## src/rtl/mux_serializer_pkg.sv

```systemverilog
// Shared constants and FSM encoding for the mux serializer.
package mux_serializer_pkg;

    localparam int unsigned WORD_W = 8;
    localparam int unsigned SEL_W  = 3;

    typedef enum logic {
        IDLE  = 1'b0,
        SHIFT = 1'b1
    } state_e;

endpackage : mux_serializer_pkg

```

## src/rtl/mux_serializer_mux8_sel.sv

```systemverilog
// Combinational 8:1 bit selector driven by the serializer's select code.
module mux8_sel
    import mux_serializer_pkg::*;
(
    input  logic [SEL_W-1:0]  select,
    input  logic [WORD_W-1:0] hold,
    output logic              q
);

    // Route the indexed bit of the holding register to q.
    always_comb begin
        q = hold[select];
    end

endmodule : mux8_sel

```

## src/rtl/mux_serializer.sv

```systemverilog
// Parallel-to-serial converter: captures an 8-bit word and walks an 8:1 mux
// select code across it, holding each bit for DIV clock cycles.
module mux_serializer
    import mux_serializer_pkg::*;
#(
    parameter bit          MSB_FIRST = 1'b0,
    parameter int unsigned DIV       = 1
) (
    input  logic              clk,
    input  logic              rst,
    input  logic [WORD_W-1:0] in_data,
    input  logic              in_valid,
    output logic              in_ready,
    output logic [SEL_W-1:0]  select,
    output logic              q,
    output logic              q_valid,
    output logic              first,
    output logic              done
);

    localparam int unsigned CNT_W = (DIV > 1) ? $clog2(DIV) : 1;
    localparam logic [CNT_W-1:0] CNT_LAST  = CNT_W'(DIV - 1);
    localparam logic [SEL_W-1:0] FIRST_SEL = MSB_FIRST ? SEL_W'(WORD_W - 1) : SEL_W'(0);
    localparam logic [SEL_W-1:0] LAST_SEL  = MSB_FIRST ? SEL_W'(0) : SEL_W'(WORD_W - 1);

    state_e            state_q, state_d;
    logic [WORD_W-1:0] hold_q, hold_d;
    logic [SEL_W-1:0]  sel_q, sel_d;
    logic [CNT_W-1:0]  cnt_q, cnt_d;
    logic              done_q, done_d;
    logic              mux_bit;

    // State, holding register, select and divider registers.
    always_ff @(posedge clk or posedge rst) begin
        if (rst) begin
            state_q <= IDLE;
            hold_q  <= '0;
            sel_q   <= '0;
            cnt_q   <= '0;
            done_q  <= 1'b0;
        end else begin
            state_q <= state_d;
            hold_q  <= hold_d;
            sel_q   <= sel_d;
            cnt_q   <= cnt_d;
            done_q  <= done_d;
        end
    end

    // Next-state: accept in IDLE, step select every DIV cycles in SHIFT.
    always_comb begin
        state_d = state_q;
        hold_d  = hold_q;
        sel_d   = sel_q;
        cnt_d   = cnt_q;
        done_d  = 1'b0;
        case (state_q)
            IDLE: begin
                if (in_valid) begin
                    state_d = SHIFT;
                    hold_d  = in_data;
                    sel_d   = FIRST_SEL;
                    cnt_d   = '0;
                end
            end
            SHIFT: begin
                if (cnt_q == CNT_LAST) begin
                    cnt_d = '0;
                    if (sel_q == LAST_SEL) begin
                        // Park select at 0 so IDLE presents a clean code.
                        state_d = IDLE;
                        sel_d   = '0;
                        done_d  = 1'b1;
                    end else if (MSB_FIRST) begin
                        sel_d = sel_q - SEL_W'(1);
                    end else begin
                        sel_d = sel_q + SEL_W'(1);
                    end
                end else begin
                    cnt_d = cnt_q + CNT_W'(1);
                end
            end
            default: begin
                state_d = IDLE;
            end
        endcase
    end

    mux8_sel u_mux (
        .select (sel_q),
        .hold   (hold_q),
        .q      (mux_bit)
    );

    // Outputs decoded from registered state only.
    always_comb begin
        in_ready = (state_q == IDLE);
        q_valid  = (state_q == SHIFT);
        select   = sel_q;
        q        = (state_q == SHIFT) & mux_bit;
        first    = (state_q == SHIFT) && (sel_q == FIRST_SEL);
        done     = done_q;
    end

endmodule : mux_serializer
```

## config.mk

```make
export PLATFORM = sky130hd
export DESIGN_NAME = mux_serializer
export DESIGN_NICKNAME = d
export VERILOG_FILES = /design/src/rtl/mux_serializer_pkg.sv /design/src/rtl/mux_serializer_mux8_sel.sv /design/src/rtl/mux_serializer.sv
export SDC_FILE = /design/constraint.sdc
export NUM_CORES = 1
export LEC_CHECK = 0
export BUFFER_PORTS_ARGS = -buffer_cell sky130_fd_sc_hd__buf_2
export CORE_MARGIN = 3
export CORE_UTILIZATION = 45
export CTS_CLUSTER_DIAMETER = 100
export DETAILED_ROUTE_END_ITERATION = 8
export PLACE_DENSITY = 0.79
export SYNTH_ARGS = -nofsm -noshare
export SYNTH_HDL_FRONTEND = slang
export SYNTH_SLANG_ARGS = --single-unit
```

## constraint.sdc

```tcl
create_clock -name clk -period 1.7 [get_ports clk]
set_input_delay 0.255 -clock clk [delete_from_list [all_inputs] [get_ports clk]]
set_output_delay 0.255 -clock clk [all_outputs]
set_load 0.1 [all_outputs]
```

* After elaboration in Yosys (flattened, before gate mapping) *
Index checks and enable logic that the tools add are counted.

storage, ports and cells
  register bits = 14
  output and inout port bits = 8
  word-level logic and storage cells = 33

cells by class
  $add $sub $neg = 2
  magnitude comparators = 1
  equality and inequality tests = 3
  mux-type cells = 16
  bitwise logic cells = 2
  reduce and logical (&&, ||, !) cells = 4

operators by type and width
  operator                                                                      number
  1-bit 2-to-1 mux                                                              9
  3-bit 2-to-1 mux                                                              3
  3-bit case mux with 2 select lines                                            1
  3-bit by 4-bit less-than comparator with 1-bit output, second input constant  1
  2-bit != test, second input constant                                          2
  1-bit case mux with 2 select lines                                            2
  2-bit AND reduction                                                           2
  3-bit by 1-bit adder with 3-bit output, second input constant                 1
  1-bit binary-select mux with 3-bit select                                     1
  3-bit == test, second input constant                                          1
  3-bit zero test                                                               1
  1-bit adder, second input constant                                            1
  1-bit AND                                                                     1
  1-bit logical AND                                                             1
  1-bit NOT                                                                     1

* Logic depth before layout (Yosys ltp) *
Gate-level depths: netlist of run 1.

  word-level depth = 4
  mapped depth = 4
  mapped depth without buffers = 4

* Modules after synthesis *
A second synthesis of run 1 with hierarchy kept.

unflattened totals
  cells, all modules = 46
  area, all modules = 620.6 um^2

by module, submodules not included
  module          instances  cells an instance  area each (um^2)  sequential area each (um^2)
  mux_serializer  1          43                 556.8             325.3
  mux8_sel        1          3                  63.8              0.0

* Least setup slack after synthesis of run 1 *
Ideal clock, no wire load.

  path type = register -> output
  from = reg state_q, in the netlist q_valid
  to = out q
  arrival time = 3.933 ns
  path slack = -2.488 ns
  cell stages (with the launch flop) = 3
  path buffers = 0
  cell sequence = dfrtp_1 > inv_2 > a311oi_1

on the way
  word-level cells in the longest chain between the ends = 1

ends and longest elaborated chain
  what                    RTL line               source
  from (decl)             mux_serializer.sv:26   state_e state_q, state_d;
  from (signal assigned)  mux_serializer.sv:42   state_q <= state_d;
  1-bit AND               mux_serializer.sv:100  q = (state_q == SHIFT) & mux_bit;
  to (decl)               mux_serializer.sv:15   output logic q,

Every way passes these cells.

* Worst setup path in the final report of run 1 *
  from = reg sel_q[1], in the netlist select[1]
  to = out q

on the way
  word-level cells in the longest chain between the ends = 3

ends and longest elaborated chain
  what                                       RTL line                       source
  from (decl)                                mux_serializer.sv:28           logic [SEL_W-1:0] sel_q, sel_d;
  from (signal assigned)                     mux_serializer.sv:44           sel_q <= sel_d;
  1-bit binary-select mux with 3-bit select  mux_serializer_mux8_sel.sv:12  q = hold[select];
  1-bit 2-to-1 mux (implied by the code)     mux_serializer_mux8_sel.sv:12
  1-bit AND                                  mux_serializer.sv:100

Every way passes these cells. The select of a mux whose other input is x is not followed.

==> impl_metrics.json, run 1 <==
{
  "synth_area_sq_um": 598,
  "startpoint_type": "flop",
  "dieArea_sq_mm": 0.00180,
  "setup_slack_ns": -0.204,
  "fin_skew_ns": 0.00226,
  "clk_path_buf_depth": 2,
  "drc": 0,
  "drv_slew": 0,
  "antenna_found_initial": 0,
  "grt_pass1_wl_um": 1880,
  "die_w_um": 42.5,
  "timing.hold.ws_ns": 0.196,
  "io_pins": 19,
  "num_vias": 420,
  "drive_gt1_frac": 0.500,
  "crit_path_end_kind": "output pin",
  "hold_viol": 0,
  "yosys.area.top_type": "dfrtp_1",
  "portBuffers": 18,
  "clock-root-buffer": "clkbuf_4",
  "initial_utilization": 0.511,
  "core_area_sq_mm": 0.00117,
  "dpl.cell_count": 78,
  "fin_crit_sh": 1.12,
  "slowest_delay_ns": 0.49,
  "wire_per_inst_um": 12.2,
  "setup_violations": 1,
  "ant_nets": 0,
  "fin_nets": 85,
  "grt_pass1_vias": 410,
  "drtIter0Drc": 5,
  "cts_tree": "yes",
  "gp_congestion": 0.705,
  "via_per_inst": 5.00,
  "ys_top_cells_by_area": "dfrtp_1, mux2_1, ha_1",
  "hp-class": "input port to flop",
  "final_core_util": 0.705,
  "layoutNonFillerInstCount": 84,
  "synth_top_area_frac": 0.544,
  "rsz0062_at_grt": "true",
  "cts_made_buffers": 3,
  "synth.avg_cell_area_sq_um": 13.0,
  "cp.arrival_ns": 1.65,
  "reg2reg_slack_ns": 0.30,
  "path_buf_inv": 1,
  "violations": "negative setup slack",
  "final_cell_mix": "buf_2, dfrtp_1, mux2_1",
  "grt_overflow": 0,
  "required_ns": 1.44,
  "crit_path_top_delay_cell": "dfrtp_4",
  "crit_fanout": 3,
  "drtPass1Iterations": 3,
  "cts_sinks": 13,
  "clk_pin_slew_worst_paths_ns": 0.07,
  "worst-setup-path-type": "flop to output pin",
  "syn2layout_area_growth_pct": 38.1,
  "wirelength_um": 1030,
  "yosysUniqueCellTypes": 20,
  "yosysWarningCount": 0,
  "grt_usage": 0.138,
  "die_y_um": 42.5,
  "status": "finished, violations left",
  "layout_commonest_cell": "buf_2",
  "num_rows": 12,
  "fmax_mhz": 525,
  "finalCriticalPeriod_ns": 1.90,
  "cp_cell_sequence": "mux4_2 > o22ai_2 > a311oi_4 > buf_12",
  "cp_top_family": "flip-flops",
  "grt_max_degree": 14,
  "hpwl_um": 818,
  "syn_inst": 46,
  "htree_num_levels": 1,
  "insertedDiodeCount": 0,
  "place_ws_ns": 0.0665,
  "cap_violations": 0,
  "tightest_slew_ns": 0.484,
  "max_slew_margin": 0.677,
  "clock_latency_ns": 0.27,
  "ys_seq_area_frac": 0.544,
  "ys_ff_latch": 13,
  "syn_nets": 60
}
-- through the flow --
| step | area [sq um] | setup TNS (ns) |
|---|---|---|
| floorplan | 642 | -0.608 |
| global placement | 782 | 0 |
| detailed placement | 782 | 0 |
| CTS | 818 | -0.247 |
| global route | 826 | -0.253 |
| finish | 826 | -0.204 |
-- repair_timing --
action	in CTS	in global routing
gates resized for setup	0	1
hold buffers	1	0
setup endpoints to repair	2	2
pin swaps	0	0
buffers inserted	0	1
endpoints found under the hold margin	6	0
-- cells in the mapped netlist --
master / n
dfrtp_1: 13
mux2_1: 8
ha_1: 3
nand2_1: 3
nor2_1: 3
inv_1: 2
a22o_1: 1
a311oi_1: 1
and2_1: 1
buf_2: 1
clkinv_2: 1
inv_2: 1
mux2_2: 1
mux2i_1: 1
mux4_2: 1
nor2b_1: 1
o21ai_1: 1
o22ai_1: 1
o32ai_1: 1
or2b_1: 1
-- metal layers --
metal / routed length, um / vias up / global-route usage / share of wire
met3: 54 / 0 / 0.0386 / 0.053
li1: - / 210 / - / -
met1: 493 / 197 / 0.190 / 0.48
met5: 0 / - / 0 / 0
met2: 477 / 13 / 0.204 / 0.47
met4: 0 / 0 / 0.0559 / 0
-- cell type report --
type	instances	area, sq um
clock buffer	4	26.3
sequential	13	338
inverter	4	16.3
fill	94	345
tap	14	17.5
timing repair buffer	21	145
multi-input combinational	28	283
-- path summary, 6_finish.rpt --
kind,to,cells past startpoint,from
worst min-delay path,select[1]$_DFFE_PP0P_,2,in_valid
worst min register to register,hold_q[2]$_DFFE_PP0P_,1,hold_q[2]$_DFFE_PP0P_
min in group asynchronous,select[2]$_DFFE_PP0P_,3,rst
worst max-delay path,q,4,select[1]$_DFFE_PP0P_
worst max register to register,select[2]$_DFFE_PP0P_,4,select[1]$_DFFE_PP0P_
max in group asynchronous,select[1]$_DFFE_PP0P_,3,rst
-- sequential cells by signal, indices dropped and copies added, names as in the netlist --
register and count:
q_valid 1, select 3, hold_q 8, done 1
-- logic make-up after synthesis --
kind of cell / count (synthesis) / share of synthesized area
adder cells (fa/ha/maj): 3 / 0.0628
buffers and inverters: 5 / 0.0355
AND/OR/NAND/NOR: 9 / 0.0711
flip-flops: 13 / 0.544
multiplexers: 11 / 0.224
AO/OA/AOI/OAI: 5 / 0.0628
Power of run 1 is not shown: default switching activity piles up to over one toggle a cycle in this logic, so the estimate is an artifact.
==> inputs of run 2 (changes only) <==
==> constraint.sdc (replaced) <==
create_clock -name clk -period 2.15 [get_ports clk]
set_input_delay 0.3225 -clock clk [delete_from_list [all_inputs] [get_ports clk]]
set_output_delay 0.3225 -clock clk [all_outputs]
set_load 0.1 [all_outputs]
==> run 2 against run 1 <==
Compared with the run above: global-route usage fell by 0.93 points; first-iteration DRC count shrank 60%; highest routed layer is now met4; clock skew is 0.00062 ns lower; critical path type unchanged; via count decreased by 2.9%; hold slack lost 0.15 ns; critical endpoint unchanged; utilization decreased by 3.1 points; the flow now finishes without violations; critical path depth did not move.
==> impl_metrics.json, run 2 (synthesis results as in run 1) <==
{
  "final_core_util": 0.674,
  "hp-class": "input port to asynchronous set/reset pin",
  "timing.hold.ws_ns": 0.0486,
  "cts_tree": "yes",
  "via_per_inst": 4.98,
  "portBuffers": 18,
  "drtIter0Drc": 2,
  "io_pins": 19,
  "grt_usage": 0.129,
  "gp_congestion": 0.703,
  "die_w_um": 42.5,
  "crit_fanout": 5,
  "required_ns": 1.83,
  "num_vias": 408,
  "fmax_mhz": 501,
  "setup_violations": 0,
  "syn2layout_area_growth_pct": 32.0,
  "tightest_slew_ns": 0.477,
  "regMostFlops": "hold_q",
  "fin_skew_ns": 0.00165,
  "hold_buffers": 0,
  "hpwl_um": 815,
  "crit_path_end_kind": "output pin",
  "place_area_sq_um": 762,
  "grt_overflow": 0,
  "drtPass1Iterations": 2,
  "drc": 0,
  "drv_slew": 0,
  "clock-root-buffer": "clkbuf_4",
  "worst-setup-path-type": "flop to output pin",
  "dieArea_sq_mm": 0.00180,
  "insertedDiodeCount": 0,
  "cp.arrival_ns": 1.67,
  "fin_nets": 83,
  "grt_pass1_vias": 413,
  "path_buf_inv": 1,
  "hold_viol": 0,
  "clock_latency_ns": 0.27,
  "wire_per_inst_um": 12.1,
  "antenna_found_initial": 0,
  "ctsResizeCount": 0,
  "slowest_delay_ns": 0.51,
  "clk_pin_slew_worst_paths_ns": 0.08,
  "finalCriticalPeriod_ns": 2.00,
  "layout_commonest_cell": "buf_2",
  "num_rows": 12,
  "initial_utilization": 0.511,
  "largest_reg_flops": 8,
  "final_cell_mix": "buf_2, dfrtp_1, mux2_1",
  "fin_crit_sh": 0.929,
  "wirelength_um": 991,
  "cap_violations": 0,
  "grt_pass1_wl_um": 1700,
  "cts_sinks": 13,
  "startpoint_type": "flop",
  "core_area_sq_mm": 0.00117,
  "grt_max_degree": 14,
  "ant_nets": 0,
  "final_cell_area_sq_um": 790,
  "post-cts-setup-buffers": 0,
  "htree_num_levels": 1,
  "cp_top_family": "flip-flops",
  "status": "completed",
  "max_slew_margin": 0.681,
  "cts_made_buffers": 3,
  "crit_path_top_delay_cell": "dfrtp_4",
  "cp_cell_sequence": "mux4_2 > o22ai_2 > a311oi_4 > buf_12",
  "drive_gt1_frac": 0.500,
  "clk_path_buf_depth": 2,
  "die_y_um": 42.5,
  "rsz0062_at_grt": "false"
}
[run 2: final cells by class]
class                           instances  area, sq um
Timing Repair Buffer                   19          113
Fill cell                              90          382
Tap cell                               14         17.5
Clock inverter                          1         5.00
Clock buffer                            3         22.5
Inverter                                4         16.3
Sequential cell                        13          338
Multi-Input combinational cell         28          278
[run 2: metrics by stage]
stage	worst slack, ns	std cells	TNS, ns
floorplan	-0.167	46	-0.167
global placement	0.467	78	0
detailed placement	0.448	78	0
CTS	0.134	82	0
global route	0.0793	82	0
finish	0.153	82	0
[run 2: final timing paths]
| kind | from | endpoint | slack, ns | depth (start not counted) |
|---|---|---|---|---|
| max | select[1]$_DFFE_PP0P_ | q | 0.15 | 4 |
| max reg2reg | select[1]$_DFFE_PP0P_ | select[2]$_DFFE_PP0P_ | 0.87 | 3 |
| max in group asynchronous | rst | select[1]$_DFFE_PP0P_ | 1.74 | 2 |
| min in group clk | in_valid | select[1]$_DFFE_PP0P_ | 0.25 | 2 |
| min reg2reg | hold_q[0]$_DFFE_PP0P_ | hold_q[0]$_DFFE_PP0P_ | 0.49 | 1 |
| min | rst | hold_q[4]$_DFFE_PP0P_ | 0.05 | 2 |
[run 2: layer usage]
layer  vias up  part of all wire  GRT usage
li1        203                 -          -
met1       186              0.48      0.167
met2        16              0.42      0.185
met3         3             0.072     0.0429
met4         0             0.023     0.0745
met5         -                 0          0
[run 2: worst reg2reg max path, delay by kind of cell, from the launching register on]
family          cells  cell delay, ns
compound gates      1            0.20
fa+ha+maj           2            0.47
flops               1            0.51
Power of run 2 is left out for the same reason.
